`config.mk`:
```
export PLATFORM = sky130hd
export DESIGN_NAME = ifid_pipe_ctrl
export DESIGN_NICKNAME = d
export VERILOG_FILES = /design/src/rtl/ifid_pipe_ctrl.sv
export SDC_FILE = /design/constraint.sdc
export NUM_CORES = 1
export LEC_CHECK = 0
export ABC_CLOCK_PERIOD_IN_PS = 6900
export BUFFER_PORTS_ARGS = -buffer_cell sky130_fd_sc_hd__buf_4
export CORE_UTILIZATION = 35
export CTS_CLUSTER_DIAMETER = 200
export CTS_CLUSTER_SIZE = 20
export DETAILED_ROUTE_END_ITERATION = 8
export PLACE_DENSITY = 0.59
export SYNTH_ARGS = -nofsm -noshare
export SYNTH_HDL_FRONTEND = slang
export SYNTH_SLANG_ARGS = --single-unit
```
`constraint.sdc`:
```
create_clock -name clk_in -period 6.9 [get_ports clk_in]
set_input_delay 1.38 -clock clk_in [delete_from_list [all_inputs] [get_ports clk_in]]
set_output_delay 1.38 -clock clk_in [all_outputs]
set_load 0.01 [all_outputs]
```
`src/rtl/ifid_pipe_ctrl.sv`:
```
// IF/ID pipeline register controller: captures fetched instruction/PC, sequences
// post-redirect flushes, detects load-use hazards and counts bubble cycles.
//
// state    | meaning
// ---------+----------------------------------------------------------
// ST_RUN   | normal fetch; IF/ID loads whenever imem presents a word
// ST_FLUSH | decode forced to NOP; flush_cnt_q counts remaining cycles
module ifid_pipe_ctrl #(
    parameter int unsigned FLUSH_CYCLES = 2,
    parameter logic [31:0] PC_RESET     = 32'h0000_0000,
    parameter int unsigned CNT_W        = 16,
    parameter logic [31:0] NOP_INSTR    = 32'h0000_0013
) (
    input  logic             clk_in,
    input  logic             rst_n_in,
    input  logic [31:0]      instr_in,
    input  logic [31:0]      pc_in,
    input  logic             imem_valid_in,
    input  logic             redirect_in,
    input  logic             stall_ext_in,
    input  logic             ex_mem_read_in,
    input  logic [4:0]       ex_rd_addr_in,
    input  logic             cnt_clr_in,
    output logic             pc_we_out,
    output logic [31:0]      instr_out,
    output logic [31:0]      pc_out,
    output logic             valid_out,
    output logic             flush_out,
    output logic             stall_out,
    output logic [CNT_W-1:0] bubble_cnt_out
);

    localparam logic [3:0] FLUSH_LOAD = 4'(FLUSH_CYCLES - 1);

    typedef enum logic {ST_RUN, ST_FLUSH} state_t;

    state_t            state_q, state_d;
    logic [3:0]        flush_cnt_q, flush_cnt_d;
    logic [31:0]       instr_q, instr_d;
    logic [31:0]       pc_q, pc_d;
    logic              valid_q, valid_d;
    logic [CNT_W-1:0]  bubble_q, bubble_d;
    logic              pc_we_raw;
    logic              stall_raw;

    logic [6:0] opc;
    logic [4:0] rs1;
    logic [4:0] rs2;
    logic       rs1_used;
    logic       rs2_used;
    logic       load_use;

    assign opc = instr_q[6:0];
    assign rs1 = instr_q[19:15];
    assign rs2 = instr_q[24:20];

    // LUI/AUIPC/JAL carry immediate bits in the rs1 field
    assign rs1_used = !(opc inside {7'b0110111, 7'b0010111, 7'b1101111});
    assign rs2_used = opc inside {7'b0110011, 7'b0100011, 7'b1100011};

    assign load_use = (state_q == ST_RUN) && valid_q && ex_mem_read_in &&
                      (ex_rd_addr_in != 5'd0) &&
                      ((rs1_used && (rs1 == ex_rd_addr_in)) ||
                       (rs2_used && (rs2 == ex_rd_addr_in)));

    always_comb begin
        state_d     = state_q;
        flush_cnt_d = flush_cnt_q;
        instr_d     = instr_q;
        pc_d        = pc_q;
        valid_d     = valid_q;
        pc_we_raw   = 1'b0;
        stall_raw   = 1'b0;

        if (stall_ext_in) begin
            // full freeze; a pending redirect is re-presented by EX afterwards
        end else if (redirect_in) begin
            pc_we_raw   = 1'b1;
            valid_d     = 1'b0;
            state_d     = ST_FLUSH;
            flush_cnt_d = FLUSH_LOAD;
        end else if (load_use) begin
            stall_raw = 1'b1;
        end else if (state_q == ST_FLUSH) begin
            pc_we_raw = imem_valid_in;
            if (flush_cnt_q == 4'd0) begin
                state_d = ST_RUN;
            end else begin
                flush_cnt_d = flush_cnt_q - 4'd1;
            end
        end else if (!imem_valid_in) begin
            valid_d = 1'b0;
        end else begin
            pc_we_raw = 1'b1;
            instr_d   = instr_in;
            pc_d      = pc_in;
            valid_d   = 1'b1;
        end
    end

    // pc_we is purely combinational from inputs, so gate it while in reset
    assign pc_we_out = pc_we_raw && rst_n_in;
    assign stall_out = stall_raw;
    assign flush_out = (state_q == ST_FLUSH) || !valid_q;
    assign valid_out = valid_q && (state_q == ST_RUN);
    assign instr_out = flush_out ? NOP_INSTR : instr_q;
    assign pc_out    = pc_q;

    always_comb begin
        bubble_d = bubble_q;
        if (cnt_clr_in) begin
            bubble_d = '0;
        end else if ((flush_out || stall_out) && !stall_ext_in && (bubble_q != '1)) begin
            bubble_d = bubble_q + CNT_W'(1);
        end
    end

    assign bubble_cnt_out = bubble_q;

    always_ff @(posedge clk_in or negedge rst_n_in) begin
        if (!rst_n_in) begin
            state_q     <= ST_RUN;
            flush_cnt_q <= 4'd0;
            instr_q     <= NOP_INSTR;
            pc_q        <= PC_RESET;
            valid_q     <= 1'b0;
            bubble_q    <= '0;
        end else begin
            state_q     <= state_d;
            flush_cnt_q <= flush_cnt_d;
            instr_q     <= instr_d;
            pc_q        <= pc_d;
            valid_q     <= valid_d;
            bubble_q    <= bubble_d;
        end
    end

endmodule

```
==> impl_results.rst, run 1 <==
.. list-table::
   :header-rows: 1

   * - Metric
     - Value
   * - Class of the tightest hold or removal check
     - register to register
   * - Share of the synthesized area in the top cell type
     - 49.8%
   * - Hold buffer count at CTS
     - 0
   * - Synth area leader
     - sky130_fd_sc_hd__dfrtp_1
   * - TritonCTS clock tree
     - done
   * - RSZ-0062 raised after global routing
     - false
   * - Number of antenna violations at the first check in global routing
     - 0
   * - GRT Residual Overflow
     - 0
   * - Placeable core region
     - 11500 um^2
   * - Count of mapped cells out of synthesis
     - 356
   * - Number of vias per cell
     - 4.95
   * - Critical Path Most Common Cell
     - sky130_fd_sc_hd__buf_4
   * - Clock Sinks
     - 86
   * - Most instantiated library cell after synthesis
     - sky130_fd_sc_hd__dfrtp_1
   * - Post-CTS setup repair buffer count
     - 0
   * - Synth Net Count
     - 435
   * - Class of the most critical setup path
     - input port to primary output
   * - Antenna cells
     - 0
   * - Share of flip-flops with an asynchronous set or reset
     - 100%
   * - Count of flip-flops with a built-in enable after synthesis
     - 0
   * - Filler Cell Count
     - 1066
   * - Maximum net fanout on the critical path
     - 5
   * - WP buf/inv
     - 2
   * - Fraction of power consumed by sequential logic
     - 43.4%
   * - Prevailing post-synth register cell
     - sky130_fd_sc_hd__dfrtp_1
   * - Worst path top cell family by delay
     - compound AO/OA/AOI/OAI gates
   * - Fraction of layout instances using a drive strength above 1
     - 49.9%
   * - Cell at the root of the clock tree
     - sky130_fd_sc_hd__clkbuf_16
   * - Combined global-route utilization of all metal layers
     - 17.2%
   * - Post-route antenna net violation count
     - 0
   * - Iter 0 DRT Violations
     - 98
   * - Metal3 WL
     - 552 um
   * - Mean cell area of the mapped netlist
     - 11.7 um^2
   * - Clock share of power
     - 27.0%
   * - DR WL met2
     - 5.09 mm
   * - Critical path cell sequence
     - buf_4 > or4_4 > o2111a_1 > a31oi_1 > a21bo_2 > nor2_1 > buf_4
   * - Total of max-cap violations
     - 0
   * - Placement row count
     - 39
   * - Worst Skew
     - 7.09 ps
   * - Share of the yosys chip area belonging to registers
     - 51.6%
   * - Power per standard cell area
     - 325 nW/um^2
   * - Post-layout net count
     - 593
   * - Logic gate share of total power
     - 29.6%
   * - Cell area after placement
     - 5500 um^2
   * - Net Switching
     - 534 uW
   * - Worst Max-Slew Pin Slew
     - 798 ps
   * - Capturing element type of the critical path
     - primary output
   * - DPL Wire Length
     - 7.29 mm
   * - IO buf count
     - 159
   * - # placed instances
     - 646
   * - Number of buffers created by CTS
     - 9
   * - Post-synthesis cell area
     - 4170 um^2
   * - Clock latency on the worst-skew pair
     - 340 ps
   * - Worst setup slack after layout
     - 2560 ps
   * - Total wirelength of the detailed-routed design
     - 10.1 mm
   * - Maximum clock path buffer count
     - 2
   * - Die span in y
     - 111 um
   * - Area enclosed by the die boundary
     - 12400 um^2
   * - Fin cells
     - 662
   * - Width of the chip
     - 111 um
   * - Via count of the first global-routing pass
     - 3450
   * - Worst-case setup slack after placement
     - 2560 ps
   * - Max-slew violation total from the final report
     - 0
   * - DRC
     - 6
   * - Number of gates given a new drive strength after cts
     - 0
   * - Switching power share of the total
     - 28.3%
   * - Time the final worst path needs with I/O delays and setup
     - 4340 ps
   * - Routed WL per cell
     - 15.3 um
   * - Maximum operating frequency
     - 230 MHz
   * - Vias
     - 3274
   * - Pin count of the biggest net entering global routing
     - 63
   * - Effective utilization at floorplan
     - 36.2%
   * - Final non-filler cell area
     - 5810 um^2
   * - # H-tree levels
     - 3
   * - Status
     - complete, but fails checks
   * - Number of endpoints with negative hold slack in the final report
     - 0
   * - Combined area of the multi-input logic cells
     - 1920 um^2
   * - Detailed-routing iteration count for the pre-antenna-repair pass
     - 6
   * - Portion of the clock cycle consumed by the worst path in the final layout
     - 63.0%
   * - Required time of the critical path
     - 5520 ps
   * - Count of cell types in the netlist
     - 47
   * - Static power due to leakage
     - 2.77 nW
   * - Finish-stage setup viols
     - 0
   * - Arrival time of data at the critical path endpoint
     - 2960 ps
   * - Crit-path max cell delay
     - 540 ps
   * - Highest metal used
     - met4
   * - Startpoint type of the worst setup path
     - input port
   * - Global-route wire length before repair
     - 16.8 mm
   * - P&R area growth vs syn
     - 39.2%
   * - Max VDD drop
     - 205 uV
   * - Ports
     - 160
   * - Area occupied by registers
     - 2160 um^2
   * - Number of synthesis warnings
     - 0
   * - Max_slew headroom
     - 46.8%
   * - Violated checks
     - DRC
   * - Main area contributors after synthesis
     - sky130_fd_sc_hd__dfrtp_1 50%, sky130_fd_sc_hd__mux2_2 19%, sky130_fd_sc_hd__and2_1 4.5%
   * - Setup TNS
     - 0 ps
   * - Critical Path Slowest Stage Cell
     - sky130_fd_sc_hd__or4_4
   * - Total internal power
     - 1.35 mW
   * - Clk pin slew, worst setup/hold paths
     - 60 ps
   * - Weighted congestion reported at the end of routability-driven placement
     - 0.771
   * - Detailed-route wire length on metal 1
     - 4.26 mm
   * - Leading post-synthesis cells by instance count
     - 83 x sky130_fd_sc_hd__dfrtp_1, 72 x sky130_fd_sc_hd__mux2_2, 30 x sky130_fd_sc_hd__and2_1
   * - Synthesis-stage register bit count
     - 86
final timing paths:
| kind | cells past startpoint | end | startpoint | slack (ps) |
|---|---|---|---|---|
| min in group asynchronous | 1 | pc_out[24]$_DFFE_PN0P_ | rst_n_in | 940 |
| min | 1 | instr_q[26]$_DFFE_PN0P_ | instr_q[26]$_DFFE_PN0P_ | 500 |
| min reg2reg | 1 | instr_q[26]$_DFFE_PN0P_ | instr_q[26]$_DFFE_PN0P_ | 500 |
| max | 7 | pc_we_out | ex_rd_addr_in[1] | 2560 |
| max reg2reg | 7 | pc_out[25]$_DFFE_PN0P_ | instr_q[3]$_DFFE_PN0P_ | 3850 |
| max in group asynchronous | 2 | instr_q[30]$_DFFE_PN0P_ | rst_n_in | 4840 |
per-layer routing:
layer / up-vias / track usage [%]
met2: 88 / 28.8
met3: 12 / 4.26
met1: 1603 / 20.8
met5: - / 0
met4: 0 / 8.29
li1: 1571 / -
per-stage QoR:
step | hold slack [ps] | power [mW] | utilization, %
after floorplan | 464 | 1.12 | -
after global placement | 480 | 1.37 | 47.8
after detailed placement | 485 | 1.40 | 47.8
after CTS | 499 | 1.92 | 50.5
after global routing | 505 | 2.00 | 50.5
final | 495 | 1.89 | 50.5
cells by family (layout without fill, tap and decap cells):
logic type,Yosys count,count (layout),synth area share [%]
xor gates and xnor gates,6,6,1.26
DFF,86,86,51.6
buffers and inverters,23,186,2.88
AOI/OAI and AO/OA,31,31,5.22
and+or+nand+nor,134,134,18.4
adders and majority gates,3,3,0.899
muxes,73,73,19.7
flip-flops by register name, summed over array words and instances (netlist names):
signal,flops
instr_q,32
pc_out,32
bubble_cnt_out,16
flush_cnt_q,4
state_q,1
valid_q,1
power by group through the flow:
stage / combinational, mW / clock, mW / sequential (mW)
6_report: 0.558 / 0.510 / 0.819
3_3_place_gp: 0.552 / 0 / 0.818
4_1_cts: 0.569 / 0.525 / 0.822
3_5_place_dp: 0.568 / 0 / 0.827
5_1_grt: 0.615 / 0.542 / 0.846
2_1_floorplan: 0.279 / 0 / 0.840
area by class of cell:
cell class	count	share of cell area, %
flip-flops and latches	86	37.1
well taps	143	3.08
multi-input cells	247	33.0
clock buffers	12	4.07
repair buffers	163	21.1
inverters	7	0.452
clock inverters	4	1.25
layout by cell type (no fill, tap or decap), types with 4 or more instances in the layout:
| cell type | n |
|---|---|
| sky130_fd_sc_hd__clkbuf_16 | 9 |
| sky130_fd_sc_hd__buf_4 | 163 |
| sky130_fd_sc_hd__o31ai_1 | 4 |
| sky130_fd_sc_hd__nand2_1 | 14 |
| sky130_fd_sc_hd__nand3_1 | 7 |
| sky130_fd_sc_hd__nor2_1 | 22 |
| sky130_fd_sc_hd__nand4_1 | 8 |
| sky130_fd_sc_hd__o21ai_0 | 6 |
| sky130_fd_sc_hd__nand2b_1 | 14 |
| sky130_fd_sc_hd__dfrtp_1 | 83 |
| sky130_fd_sc_hd__nor3_1 | 8 |
| sky130_fd_sc_hd__inv_1 | 7 |
| sky130_fd_sc_hd__a21oi_1 | 9 |
| sky130_fd_sc_hd__nor2b_1 | 8 |
| sky130_fd_sc_hd__and2_1 | 30 |
| sky130_fd_sc_hd__mux2_2 | 72 |
Note: power is estimated with default switching activity, not from simulation.
==> run 2, diff against run 1 <==
- ABC_CLOCK_PERIOD_IN_PS: 6900 -> 3700
- PLACE_DENSITY: 0.59 -> 0.62
- clock period: 6.9 -> 3.7 ns (I/O delays scaled with it)
==> run 2 against run 1 <==
The flow still finishes with violations (DRC). Die area unchanged. Clock power up 69%. Core utilization about the same. Non-clock buffer count up 2. Clock-buffer cell count down 1. Clock skew down 0.51 ps. Sequential cell count unchanged. Sequential share of layout area about the same. Global-route usage down 0.087 points. Critical endpoint unchanged. Largest power group unchanged. Highest routed layer unchanged.
==> impl_results.rst, run 2 (synthesis results as in run 1) <==
.. list-table::
   :header-rows: 1

   * - Metric
     - Value
   * - Status
     - complete, but fails checks
   * - Violated checks
     - DRC
   * - Critical Path Most Common Cell
     - sky130_fd_sc_hd__buf_4
   * - Portion of the clock cycle consumed by the worst path in the final layout
     - 83.2%
   * - RSZ-0062 raised after global routing
     - false
   * - Clock Sinks
     - 86
   * - Routed WL per cell
     - 15.1 um
   * - Setup TNS
     - 0 ps
   * - Core utilization of the finished layout
     - 50.5%
   * - TritonCTS clock tree
     - done
   * - Capturing element type of the critical path
     - primary output
   * - Fraction of layout instances using a drive strength above 1
     - 50.7%
   * - Vias
     - 3273
   * - Area enclosed by the die boundary
     - 12400 um^2
   * - Critical R2R Launch
     - instr_q[3]$_DFFE_PN0P_
   * - Critical Path Slowest Stage Cell
     - sky130_fd_sc_hd__or4_4
   * - Width of the chip
     - 111 um
   * - Effective utilization at floorplan
     - 36.2%
   * - Ports
     - 160
   * - Worst Skew
     - 6.58 ps
   * - Detailed-routing iteration count for the pre-antenna-repair pass
     - 6
   * - Maximum net fanout on the critical path
     - 5
   * - Maximum operating frequency
     - 325 MHz
   * - Post-layout net count
     - 595
   * - Weighted congestion reported at the end of routability-driven placement
     - 0.775
   * - Number of endpoints with negative hold slack in the final report
     - 0
   * - Number of vias per cell
     - 4.93
   * - Final non-filler cell area
     - 5820 um^2
   * - Maximum clock path buffer count
     - 2
   * - Iter 0 DRT Violations
     - 102
   * - Combined global-route utilization of all metal layers
     - 17.2%
   * - Startpoint type of the worst setup path
     - input port
   * - Finish-stage setup viols
     - 0
   * - Clk pin slew, worst setup/hold paths
     - 60 ps
   * - Arrival time of data at the critical path endpoint
     - 2340 ps
   * - Die span in y
     - 111 um
   * - Total wirelength of the detailed-routed design
     - 10.0 mm
   * - Clock latency on the worst-skew pair
     - 330 ps
   * - Critical path cell sequence
     - buf_4 > or4_4 > o2111a_1 > a31oi_1 > a21bo_2 > nor2_1 > buf_4
   * - Static power due to leakage
     - 2.78 nW
   * - DRC
     - 9
   * - Via count of the first global-routing pass
     - 3436
   * - Total of max-cap violations
     - 0
   * - Start point of the critical path
     - ex_rd_addr_in[1]
   * - Filler Cell Count
     - 1048
   * - Number of gates given a new drive strength after cts
     - 0
   * - Placement row count
     - 39
   * - Most common cell after layout, fill and taps aside
     - sky130_fd_sc_hd__buf_4
   * - Pin count of the biggest net entering global routing
     - 52
   * - P&R area growth vs syn
     - 39.4%
   * - Cell area after placement
     - 5530 um^2
   * - Cell at the root of the clock tree
     - sky130_fd_sc_hd__clkbuf_16
   * - Internal reg-to-reg setup slack
     - 970 ps
   * - DPL Wire Length
     - 7.42 mm
   * - Crit-path max cell delay
     - 540 ps
   * - Max-slew violation total from the final report
     - 0
   * - Global-route wire length before repair
     - 16.9 mm
   * - Class of the tightest hold or removal check
     - register to register
   * - Max_slew headroom
     - 54.5%
   * - Post-route antenna net violation count
     - 0
   * - Worst min-delay path startpoint
     - instr_q[25]$_DFFE_PN0P_
   * - Power per standard cell area
     - 589 nW/um^2
   * - Time the final worst path needs with I/O delays and setup
     - 3080 ps
   * - Antenna cells
     - 0
   * - GRT Residual Overflow
     - 0
   * - Number of antenna violations at the first check in global routing
     - 0
   * - Max VDD drop
     - 318 uV
   * - IO buf count
     - 159
   * - # H-tree levels
     - 3
   * - Required time of the critical path
     - 2960 ps
   * - Hold buffer count at CTS
     - 0
   * - Post-CTS setup repair buffer count
     - 0
   * - Number of buffers created by CTS
     - 9
   * - Worst Max-Slew Pin Slew
     - 682 ps
   * - Commonest non-fill, non-tap cells in the layout
     - 164 x sky130_fd_sc_hd__buf_4, 83 x sky130_fd_sc_hd__dfrtp_1, 72 x sky130_fd_sc_hd__mux2_2
   * - Placeable core region
     - 11500 um^2
   * - Class of the most critical setup path
     - input port to primary output
-- run 2: power breakdown --
part	total (mW)	switching, mW	internal (mW)
Combinational	1.04	0.412	0.626
Clock	0.861	0.371	0.490
Sequential	1.53	0.219	1.31
-- run 2: worst paths after layout --
check	end	cells past startpoint
max in group asynchronous	instr_q[29]$_DFFE_PN0P_	3
max reg2reg	pc_out[10]$_DFFE_PN0P_	6
min in group asynchronous	instr_q[27]$_DFFE_PN0P_	2
max	pc_we_out	7
min	instr_q[25]$_DFFE_PN0P_	1
min reg2reg	instr_q[25]$_DFFE_PN0P_	1
-- run 2: per-stage QoR --
| stage | hold WS (ps) | setup WS (ps) | instances | power (mW) |
|---|---|---|---|---|
| 6_report | 495 | 623 | 664 | 3.43 |
| 4_1_cts | 499 | 628 | 664 | 3.48 |
| 2_1_floorplan | 444 | 873 | 356 | 2.09 |
| 3_5_place_dp | 485 | 631 | 648 | 2.59 |
| 5_1_grt | 507 | 538 | 664 | 3.64 |
| 3_3_place_gp | 479 | 643 | 648 | 2.56 |
-- run 2: per-layer routing --
| metal | track usage, % | vias up | wire (um) |
|---|---|---|---|
| li1 | - | 1572 | - |
| met1 | 21.4 | 1600 | 4300 |
| met3 | 4.10 | 10 | 626 |
| met4 | 6.76 | 0 | 144 |
| met5 | 0 | - | 0 |
| met2 | 28.6 | 91 | 4960 |
-- run 2: cell type report --
class / count / area (um^2) / share of cell area [%]
multi-input cells: 247 / 1920 / 33.0
clock inverters: 5 / 33.8 / 0.581
inverters: 7 / 26.3 / 0.452
flip-flops and latches: 86 / 2160 / 37.1
repair buffers: 165 / 1250 / 21.5
well taps: 143 / 179 / 3.08
clock buffers: 11 / 253 / 4.35
-- run 2: critical path, delay by kind of cell --
kind                   cells  cell delay (ps)
buffers and inverters      2              250
AO/OA/AOI/OAI              3              670
AND/OR/NAND/NOR            2              660
